<file path="config.mk">
export PLATFORM = sky130hd
export DESIGN_NAME = fetch_stage
export DESIGN_NICKNAME = d
export VERILOG_FILES = /design/src/rtl/fetch_stage.sv
export SDC_FILE = /design/constraint.sdc
export NUM_CORES = 1
export LEC_CHECK = 0
export CAP_MARGIN = 10
export CORE_ASPECT_RATIO = 2
export CORE_MARGIN = 8
export CORE_UTILIZATION = 50
export CTS_CLUSTER_SIZE = 14
export DETAILED_ROUTE_END_ITERATION = 10
export HOLD_SLACK_MARGIN = 0.03
export PLACE_DENSITY = 0.76
export SYNTH_ARGS = -nofsm -noshare
export SYNTH_HDL_FRONTEND = slang
export SYNTH_SLANG_ARGS = --single-unit
</file>
<file path="constraint.sdc">
create_clock -name clk -period 15.8 [get_ports clk]
set_input_delay 3.16 -clock clk [delete_from_list [all_inputs] [get_ports clk]]
set_output_delay 3.16 -clock clk [all_outputs]
set_load 0.02 [all_outputs]
</file>
<file path="src/rtl/fetch_stage.sv">
// Instruction fetch: owns the PC, issues one-outstanding imem requests, buffers words in a QDEPTH queue.
// Latency: ack at cycle N -> ifid_valid at N+1; zero-wait memory sustains one instruction per cycle.
// Backpressure: stall holds the queue head; no request launches unless a slot is free after this cycle's pop.
// Optional FETCH_BTFN_EN: static backward-taken prediction for negative-offset B-type branches.
module fetch_stage #(
    parameter int              PC_W     = 64,
    parameter logic [PC_W-1:0] RESET_PC = '0,
    parameter int              QDEPTH   = 2
) (
    input  logic            clk,
    input  logic            rst,
    output logic            imem_req,
    output logic [PC_W-1:0] imem_addr,
    input  logic            imem_ack,
    input  logic [31:0]     imem_rdata,
    input  logic            stall,
    input  logic            redirect_valid,
    input  logic [PC_W-1:0] redirect_pc,
    output logic            ifid_valid,
    output logic [31:0]     ifid_instr,
    output logic [PC_W-1:0] ifid_pc,
    output logic            ifid_pred_taken
);
    localparam int PTR_W = (QDEPTH > 1) ? $clog2(QDEPTH) : 1;
    localparam int CNT_W = $clog2(QDEPTH + 1);
    localparam logic [PTR_W-1:0] PTR_LAST = PTR_W'(QDEPTH - 1);
    localparam logic [CNT_W-1:0] CNT_FULL = CNT_W'(QDEPTH);

    typedef enum logic [1:0] {IDLE, REQ, KILL} state_t;

    state_t          state;
    logic [PC_W-1:0] fetch_pc;
    logic [PC_W-1:0] kill_addr;   // address of the abandoned request still owed an ack
    logic            inflight;    // a request was raised in an earlier cycle and not yet acked

    logic [CNT_W-1:0] count;
    logic [PTR_W-1:0] rd_ptr;
    logic [PTR_W-1:0] wr_ptr;
    logic [PC_W-1:0]  q_pc    [QDEPTH];
    logic [31:0]      q_instr [QDEPTH];

    logic             pop;
    logic             push;
    logic [CNT_W-1:0] cnt_after_pop;
    logic [PC_W-1:0]  seq_pc;
    logic [PC_W-1:0]  next_pc;

    assign ifid_valid    = (count != '0);
    assign pop           = ifid_valid && !stall;
    assign cnt_after_pop = count - CNT_W'(pop);
    assign push          = (state == REQ) && imem_req && imem_ack && !redirect_valid;
    assign seq_pc        = fetch_pc + PC_W'(4);

    // In KILL the memory still owns the old address; otherwise the PC register is the address
    assign imem_addr  = (state == KILL) ? kill_addr : fetch_pc;
    assign ifid_instr = q_instr[rd_ptr];
    assign ifid_pc    = q_pc[rd_ptr];

`ifdef FETCH_BTFN_EN
    logic        pred_taken;
    logic [12:0] br_off;
    logic        q_pred [QDEPTH];

    assign br_off     = {imem_rdata[31], imem_rdata[7], imem_rdata[30:25], imem_rdata[11:8], 1'b0};
    assign pred_taken = (imem_rdata[6:0] == 7'b1100011) && imem_rdata[31];
    assign next_pc    = pred_taken ? fetch_pc + {{(PC_W-13){br_off[12]}}, br_off} : seq_pc;
    assign ifid_pred_taken = q_pred[rd_ptr];

    // Prediction bit travels alongside the queue entry it belongs to
    always_ff @(posedge clk or posedge rst) begin
        if (rst) begin
            for (int i = 0; i < QDEPTH; i++) q_pred[i] <= 1'b0;
        end else if (push) begin
            q_pred[wr_ptr] <= pred_taken;
        end
    end
`else
    assign next_pc         = seq_pc;
    assign ifid_pred_taken = 1'b0;
`endif

    // Request stays up while one is owed an ack, else only if a slot is free after the pop
    always_comb begin
        imem_req = 1'b0;
        case (state)
            REQ:     imem_req = inflight || (cnt_after_pop < CNT_FULL);
            KILL:    imem_req = 1'b1;
            default: imem_req = 1'b0;
        endcase
    end

    // Fetch control: PC advance, redirect capture and killing of an abandoned request
    always_ff @(posedge clk or posedge rst) begin
        if (rst) begin
            state     <= IDLE;
            fetch_pc  <= RESET_PC;
            kill_addr <= RESET_PC;
            inflight  <= 1'b0;
        end else begin
            case (state)
                IDLE: state <= REQ;
                REQ: begin
                    if (redirect_valid) begin
                        fetch_pc <= redirect_pc;
                        inflight <= 1'b0;
                        if (imem_req && !imem_ack) begin
                            state     <= KILL;
                            kill_addr <= fetch_pc;
                        end
                    end else if (imem_req) begin
                        if (imem_ack) begin
                            fetch_pc <= next_pc;
                            inflight <= 1'b0;
                        end else begin
                            inflight <= 1'b1;
                        end
                    end
                end
                KILL: begin
                    if (redirect_valid) fetch_pc <= redirect_pc;
                    if (imem_ack) state <= REQ;
                end
                default: state <= IDLE;
            endcase
        end
    end

    // Circular fetch queue; a redirect empties it regardless of push or pop
    always_ff @(posedge clk or posedge rst) begin
        if (rst) begin
            count  <= '0;
            rd_ptr <= '0;
            wr_ptr <= '0;
            for (int i = 0; i < QDEPTH; i++) begin
                q_pc[i]    <= '0;
                q_instr[i] <= 32'h0;
            end
        end else if (redirect_valid) begin
            count  <= '0;
            rd_ptr <= '0;
            wr_ptr <= '0;
        end else begin
            if (push) begin
                q_pc[wr_ptr]    <= fetch_pc;
                q_instr[wr_ptr] <= imem_rdata;
                wr_ptr          <= (wr_ptr == PTR_LAST) ? '0 : wr_ptr + PTR_W'(1);
            end
            if (pop) begin
                rd_ptr <= (rd_ptr == PTR_LAST) ? '0 : rd_ptr + PTR_W'(1);
            end
            count <= count + CNT_W'(push) - CNT_W'(pop);
        end
    end
endmodule

</file>
==> reports/results.ini, run 1 <==
[status]
status = finished clean

[worst_setup_path]
startpoint_type = primary input
rr_endpoint = q_pc[81]
r2r_cells = 8
cp.required_ns = 12.64
crit_chain = clkdlybuf4s50_1 -> nor2_1 -> o21a_1 -> o21ai_0 -> inv_1 -> clkdlybuf4s50_1
r2r-start = state[1]
worstPathArrival_ns = 5.05
path_class = primary input to output port
critPathSlowestCell = clkdlybuf4s50_1
crit_family = buffers and inverters
crit_top_cell = clkdlybuf4s50_1
critPathMaxFanout = 5
crit_buf_inv = 3
endpoint_kind = output port
ff2ff_setup_slack_ns = 12.38
max_stage_delay_ns = 0.57

[finish]
finish.utilization_pct = 61.82
syn2layout_area_growth_pct = 23.04
layout_commonest_cell = mux2_2
nNetsFinal = 1675
layout_common_cells = mux2_2, dfrtp_1, clkdlybuf4s50_1
final_layout_size_suffix_gt1_share_pct = 30.73

[timing]
min_period_ns = 8.207
finalHoldViolCount = 0
finalClockSkew_ns = 0.03703
period_share_pct = 51.95
slew_viol_final = 0
max_slew_margin_pct = 26.87
fmax_mhz = 121.8
final.setup.tns_ns = 0
tightest_slew_ns = 1.093
setup_violations = 0
holdWs_ns = 0.4801
rsz0062_at_grt = false

[route]
wl_per_cell_um = 23.54
routed_via_density = 6.054
drc = 0
wl_um = 47720
vias = 12270
drt_iter0_markers = 877
final_antenna_net_count = 0
drtPass1Iterations = 5

[power_and_ir_drop]
p_total_w = 0.004298
worst_ir_drop_vdd_uv = 129.0
pwr_density_cell_nw_per_um2 = 212.6
power_leakage_nw = 8.422

[worst_hold_path]
hold_depth = 2
hp-start = q_pc[61]
holdPathEnd = q_pc[61]
min_path_type = flip-flop to flip-flop

[global_routing]
met3_usage_pct = 3.543
globalRouteTotalUtil_pct = 24.33
gr-total-overflow = 0
grt_use_met2_pct = 44.61
grt_max_degree = 165
grt_pass1_wl_um = 74050
antenna_found_initial = 8
met1_usage_pct = 25.85
grt_pass1_vias = 13090
grt_busiest_layer = met2

[synth]
ys_seq_elements = 327
synth-main-ff-cell = dfrtp_1
avgSynthCellArea_um2 = 11.84
async_reset_ff_share_pct = 100.0
yosys.cell_types.count = 67
synth_nets = 1496
synth_edf_count = 0
postSynthCellCount = 1388
synth_area_um2 = 16430
yosysWarnings = 0
ys_seq_area_share_pct = 49.81

[cts]
cts_resized = 0
clock_tree.root_cell = clkbuf_16
cts_htree_levels = 1
cts_buffer_depth = 3
numCtsBuffers = 30
post_cts_buffers = 0
cts_hold_buf = 0
clk_pin_slew_ns = 0.07
clkSinkCount = 327
insertion_delay_ns = 0.59
cts_tree = built

[floorplan]
start_util_pct = 50.24
core_area_um2 = 32700
die_y_um = 272.3
rows = 94
dieArea_um2 = 39260
pin_count = 264
dieWidth_um = 144.2

[placement]
io_buffers = 262
dp_hpwl_um = 32620
routabilityCongestion = 0.9362

[flow_run]
cap_violations = 0

[through the flow]
step / setup WS [ns] / area, µm² / std cells
floorplan: 3.585 / 16430 / 1388
CTS: 7.605 / 20190 / 2020
global placement: 7.608 / 19260 / 1967
detailed placement: 7.607 / 19260 / 1967
finish: 7.593 / 20210 / 2027
global route: 7.497 / 20210 / 2026
[synth_stat cells (14+ instances only)]
library cell	number	area (µm²)
a21oi_1	48	240.2
and3_1	14	87.58
and4_1	17	148.9
clkbuf_1	105	394.1
dfrtp_1	327	8183
inv_1	14	52.55
mux2_2	409	4606
nand2_1	69	259.0
nand3_1	43	215.2
nand4_1	28	175.2
nor2_1	46	172.7
nor3_1	23	115.1
nor4_1	16	100.1
o21ai_0	34	170.2
o22ai_1	14	87.58
[flip-flops by register name, summed over array words and instances, names as in the netlist]
register,cells
q_pc,128
count,2
q_instr,64
state,2
inflight,1
fetch_pc,64
rd_ptr,1
kill_addr,64
wr_ptr,1
[worst max path at each step]
stage	slack, ns	start	end	depth (start not counted)
6_report	7.59	stall	imem_req	6
5_1_grt	7.50	stall	imem_req	6
4_1_cts	7.60	stall	imem_req	6
3_5_place_dp	7.61	stall	imem_req	6
3_3_place_gp	7.61	stall	imem_req	6
2_1_floorplan	3.59	rst	count[0]	1
[worst reg2reg max path: stages (launching register included)]
cell and delay, ns:
dfrtp_1 0.43, inv_1 0.11, ha_1 0.36, and3_1 0.24
and2_1 0.17, o21ai_0 0.10, or2_4 0.53, buf_4 0.84
mux2_2 0.50
[metal layers]
layer	vias up	share of wire, %
met4	2	5.2
met1	6203	35
li1	5467	-
met5	-	0.027
met3	134	6.3
met2	465	54
[cell families after synthesis]
group / synth area share [%]
compound gates: 7.640
xor+xnor: 0.2133
simple gates: 10.07
flops: 49.81
fa+ha+maj: 0.5331
mux: 28.28
buf+inv: 3.428
other cells: 0.02283
[layout make-up]
class                           instances  area, µm²
Multi-Input combinational cell        916       7719
Timing Repair Buffer                  278       2755
Clock buffer                           44      843.3
Clock inverter                          9      90.09
Antenna cell                            7      17.52
Tap cell                              432      540.5
Fill cell                            2712      12480
Inverter                               14      60.06
Sequential cell                       327       8187
[where the power goes]
group | internal (W) | switching, W | total, W
combinational | 0.00105 | 0.000997 | 0.00205
sequential | 0.00120 | 0.000342 | 0.00154
clock | 0.000386 | 0.000320 | 0.000706
No activity file was read; power rests on OpenSTA's default activity.
==> run 2: changes to the inputs <==
clock period = 8.2 ns   (was 15.8 ns; I/O delays follow)
==> run 2 against run 1 <==
Compared with the run above: worst hold slack got worse by 0.0025 ns; flip-flop and latch count unchanged; setup slack got worse by 4.6 ns; die area unchanged; clock power increased by 91%; sequential power increased by 94%; register-to-register slack got worse by 7.6 ns; clock skew decreased by 0.019 ns; cell count decreased by 0.39%; routed wire length decreased by 1.2%; utilization decreased by 0.13 points; first-iteration DRC count decreased by 4.1%.
==> reports/results.ini, run 2 (synthesized netlist as in run 1, its figures left out) <==
[status]
status = finished clean

[floorplan]
start_util_pct = 50.24
die_y_um = 272.3
dieWidth_um = 144.2
dieArea_um2 = 39260
core_area_um2 = 32700
rows = 94
pin_count = 264

[worst_setup_path]
crit_top_cell = clkdlybuf4s50_1
max_stage_delay_ns = 0.57
crit_chain = clkdlybuf4s50_1 -> nor2_1 -> o21a_1 -> o21ai_0 -> inv_1 -> clkdlybuf4s50_1
startpoint_type = primary input
cp.required_ns = 6.56
endpoint_kind = output port
critPathMaxFanout = 5
path_class = primary input to output port
critPathSlowestCell = clkdlybuf4s50_1
worstPathArrival_ns = 3.55

[timing]
final.setup.tns_ns = 0
min_period_ns = 5.191
fmax_mhz = 192.7
finalHoldViolCount = 0
slew_viol_final = 0
setup_violations = 0
period_share_pct = 63.30
max_slew_margin_pct = 20.32
rsz0062_at_grt = false
tightest_slew_ns = 1.191
finalClockSkew_ns = 0.01846

[power_and_ir_drop]
power_frac_clock_pct = 16.4
power_leakage_nw = 8.403
seqPwrFrac_pct = 36.2
power.switching_w = 0.003189
worst_ir_drop_vdd_uv = 221.6
p_sw_share_pct = 38.60
pwr_density_cell_nw_per_um2 = 409.7
p_int_w = 0.005073
pwr-share-comb_pct = 47.4

[finish]
layout.area.seq_um2 = 8187
regMostFlops = q_pc
syn2layout_area_growth_pct = 22.77
final_layout_size_suffix_gt1_share_pct = 30.62
largest_reg_flops = 128
n_fill_cell = 2715
layout_common_cells = mux2_2, dfrtp_1, clkdlybuf4s50_1
layout_commonest_cell = mux2_2
finish.utilization_pct = 61.68
multi_input_area_um2 = 7719
fin_cells = 2019
nNetsFinal = 1673

[placement]
routabilityCongestion = 0.9150
io_buffers = 262
dp_cells = 1965
dp_hpwl_um = 32550

[cts]
post_cts_buffers = 0
cts_tree = built
cts_buffer_depth = 3
cts_htree_levels = 1
clk_pin_slew_ns = 0.06
clkSinkCount = 327
cts_resized = 0
clock_tree.root_cell = clkbuf_16
cts_hold_buf = 0
insertion_delay_ns = 0.57
numCtsBuffers = 30

[flow_run]
cap_violations = 0

[worst_hold_path]
min_path_type = flip-flop to flip-flop

[route]
final_antenna_net_count = 0
wl_um = 47140
vias = 12110
drc = 0
routed_via_density = 5.998
drt_iter0_markers = 841
wl_per_cell_um = 23.35
drtPass1Iterations = 5

[global_routing]
gr-total-overflow = 0
antenna_found_initial = 3
grt_max_degree = 194
globalRouteTotalUtil_pct = 23.75
grt_pass1_vias = 12600
grt_pass1_wl_um = 72480

==> run 2: area by class of cell <==
class,instances,area share [%]
clock buffer,42,4.150
antenna,3,0.03722
sequential,327,40.59
multi-input combinational,916,38.27
tap,432,2.680
timing repair buffer,276,13.59
inverter,14,0.2792
clock inverter,9,0.4033
==> run 2: through the flow <==
stage	hold WS [ns]	area, µm²	power [W]	setup WS [ns]
5_1_grt	0.4961	20170	0.008698	2.898
2_1_floorplan	0.4444	16430	0.005291	2.195
3_3_place_gp	0.4571	19240	0.006814	3.015
4_1_cts	0.4816	20160	0.008331	3.013
6_report	0.4777	20170	0.008263	3.009
3_5_place_dp	0.4673	19240	0.006949	3.023
==> run 2: power groups by stage <==
stage	logic [W]	registers, W	clock network [W]
3_5_place_dp	0.00393	0.00301	0
2_1_floorplan	0.00268	0.00261	0
4_1_cts	0.00396	0.00299	0.00138
6_report	0.00392	0.00299	0.00135
3_3_place_gp	0.00386	0.00295	0
5_1_grt	0.00416	0.00310	0.00144
==> run 2: worst paths after layout <==
check	endpoint	from	depth (start not counted)	slack [ns]
worst max-delay path	imem_req	stall	6	3.01
worst min register to register	q_pc[51]	q_pc[51]	2	0.48
max in group asynchronous	kill_addr[38]	rst	4	4.81
worst min-delay path	q_pc[51]	q_pc[51]	2	0.48
worst max register to register	q_instr[49]	state[1]	8	4.83
min in group asynchronous	kill_addr[11]	rst	2	1.61
==> run 2: routing by layer <==
layer | share of wire, % | up-vias | wire (µm) | GRT usage [%]
li1 | - | 5431 | - | -
met4 | 5.0 | 0 | 2352 | 12.89
met1 | 36 | 6140 | 16840 | 25.66
met3 | 4.9 | 115 | 2314 | 3.122
met2 | 54 | 423 | 25630 | 43.47
met5 | 0 | - | 0 | 0
==> run 2: critical path: cells and delay by family <==
family | cells | cell delay [ns]
AND/OR/NAND/NOR | 1 | 0.10
buffers and inverters | 3 | 1.20
AO/OA/AOI/OAI | 2 | 0.62
==> run 3: changes to the inputs <==
clock period = 5.1 ns   (was 8.2 ns; I/O delays follow)
==> run 3 against run 2 <==
Compared with the run above: clock power rose by 61%; power rose by 61%; sequential power rose by 62%; cell count rose by 0.69%; via count rose by 1.4%; sequential share of layout area fell by 0.17 points; critical path depth fell by 1; highest routed layer unchanged.
==> reports/results.ini, run 3 (synthesized netlist as in run 1, its figures left out) <==
[finish]
largest_reg_flops = 128
final_layout_size_suffix_gt1_share_pct = 31.09
syn2layout_area_growth_pct = 23.30
nNetsFinal = 1680
n_fill_cell = 2728
layout_common_cells = mux2_2, dfrtp_1, clkdlybuf4s50_1
layout_commonest_cell = mux2_2
regMostFlops = q_pc
finish.utilization_pct = 61.95

[timing]
rsz0062_at_grt = false
slew_viol_final = 0
tightest_slew_ns = 1.099
layout_setup_ws_ns = 0.9924
max_slew_margin_pct = 26.48
finalHoldViolCount = 0
fmax_mhz = 243.5
holdWs_ns = 0.4766
setup_violations = 0
min_period_ns = 4.108
period_share_pct = 80.54
final.setup.tns_ns = 0
finalClockSkew_ns = 0.01959

[worst_setup_path]
r2r-start = state[0]
startpoint_type = flip-flop
cp.required_ns = 4.08
path_class = flip-flop to output port
ff2ff_setup_slack_ns = 1.81
endpoint_kind = output port
worstPathArrival_ns = 3.09
r2r_cells = 7
critPathMaxFanout = 48
rr_endpoint = fetch_pc[38]
critPathCapture = imem_addr[19]
startpoint = state[0]

[placement]
dpl_worst_slack_ns = 1.198
dp_hpwl_um = 33760
routabilityCongestion = 0.9225
io_buffers = 262

[cts]
cts_tree = built
cts_resized = 0
clk_pin_slew_ns = 0.07
insertion_delay_ns = 0.57
cts_hold_buf = 0
numCtsBuffers = 30
clock_tree.root_cell = clkbuf_16
cts_htree_levels = 1
clkSinkCount = 327
post_cts_buffers = 0
cts_buffer_depth = 3

[power_and_ir_drop]
power.switching_w = 0.005157
p_sw_share_pct = 38.70
seqPwrFrac_pct = 36.3
worst_ir_drop_vdd_uv = 322.2
power_frac_clock_pct = 16.3
p_total_w = 0.01332
pwr_density_cell_nw_per_um2 = 657.9
p_int_w = 0.008168
pwr-share-comb_pct = 47.4
power_leakage_nw = 8.447

[route]
drtPass1Iterations = 6
routed_via_density = 6.037
drt_iter0_markers = 895
drc = 0
vias = 12270
wl_um = 47940
final_antenna_net_count = 0
wl_per_cell_um = 23.58

[flow_run]
cap_violations = 0

[floorplan]
dieWidth_um = 144.2
die_y_um = 272.3
pin_count = 264
core_area_um2 = 32700
dieArea_um2 = 39260
rows = 94
start_util_pct = 50.24

[global_routing]
globalRouteTotalUtil_pct = 24.35
grt_max_degree = 95
grt_pass1_wl_um = 74040
grt_pass1_vias = 13070
antenna_found_initial = 9
gr-total-overflow = 0

[worst_hold_path]
min_path_type = flip-flop to flip-flop
hp-start = q_pc[62]

[status]
status = finished clean

-- run 3: changes by cell type in the layout (fill, tap and decap cells not counted) --
cell       change
clkinv_2       +1
clkbuf_1       -2
diode_2        +6
buf_4          +6
bufinv_16      -1
inv_8          -1
clkbuf_8       +3
inv_6          +1
buf_12         +1
-- run 3: cell type report --
cell class	instances	area [µm²]	share of cell area, %
multi-input cells	916	7719	38.11
diodes	9	22.52	0.1112
flip-flops and latches	327	8187	40.42
inverters	14	56.30	0.2780
repair buffers	283	2805	13.85
clock buffers	43	870.8	4.299
well taps	432	540.5	2.669
clock inverters	9	53.80	0.2656
-- run 3: metrics by stage --
stage	instances	area, µm²
2_1_floorplan	1388	16430
3_3_place_gp	1972	19310
3_5_place_dp	1972	19310
4_1_cts	2024	20230
5_1_grt	2033	20250
6_report	2033	20250
-- run 3: layer usage --
layer / wire length (µm) / GRT usage (%) / vias to the layer above / part of all wire, %
met2: 26130 / 44.66 / 456 / 55
met4: 2454 / 13.77 / 0 / 5.1
met5: 0 / 0 / - / 0
met3: 2439 / 2.824 / 133 / 5.1
met1: 16910 / 26.24 / 6202 / 35
li1: - / - / 5483 / -
-- run 3: how the worst min path moves through the flow --
stage	to	slack (ns)	cells after the start
global placement	q_pc[22]	0.46	2
CTS	q_pc[22]	0.48	2
finish	q_pc[62]	0.48	2
global route	q_pc[62]	0.51	2
floorplan	q_pc[22]	0.44	2
detailed placement	q_pc[22]	0.47	2
-- run 3: power groups by stage --
stage | Clock [W] | Sequential, W | Combinational [W]
2_1_floorplan | 0 | 0.00419 | 0.00432
3_3_place_gp | 0 | 0.00476 | 0.00622
3_5_place_dp | 0 | 0.00486 | 0.00633
4_1_cts | 0.00221 | 0.00482 | 0.00638
5_1_grt | 0.00230 | 0.00500 | 0.00671
6_report | 0.00217 | 0.00484 | 0.00632
-- run 3: worst max-delay path, cell delays in order (launching register included) --
cell,delay (ns)
dfrtp_1,0.41
inv_1,0.15
ha_4,0.60
buf_4,0.39
mux2_2,0.39
clkdlybuf4s50_1,0.55
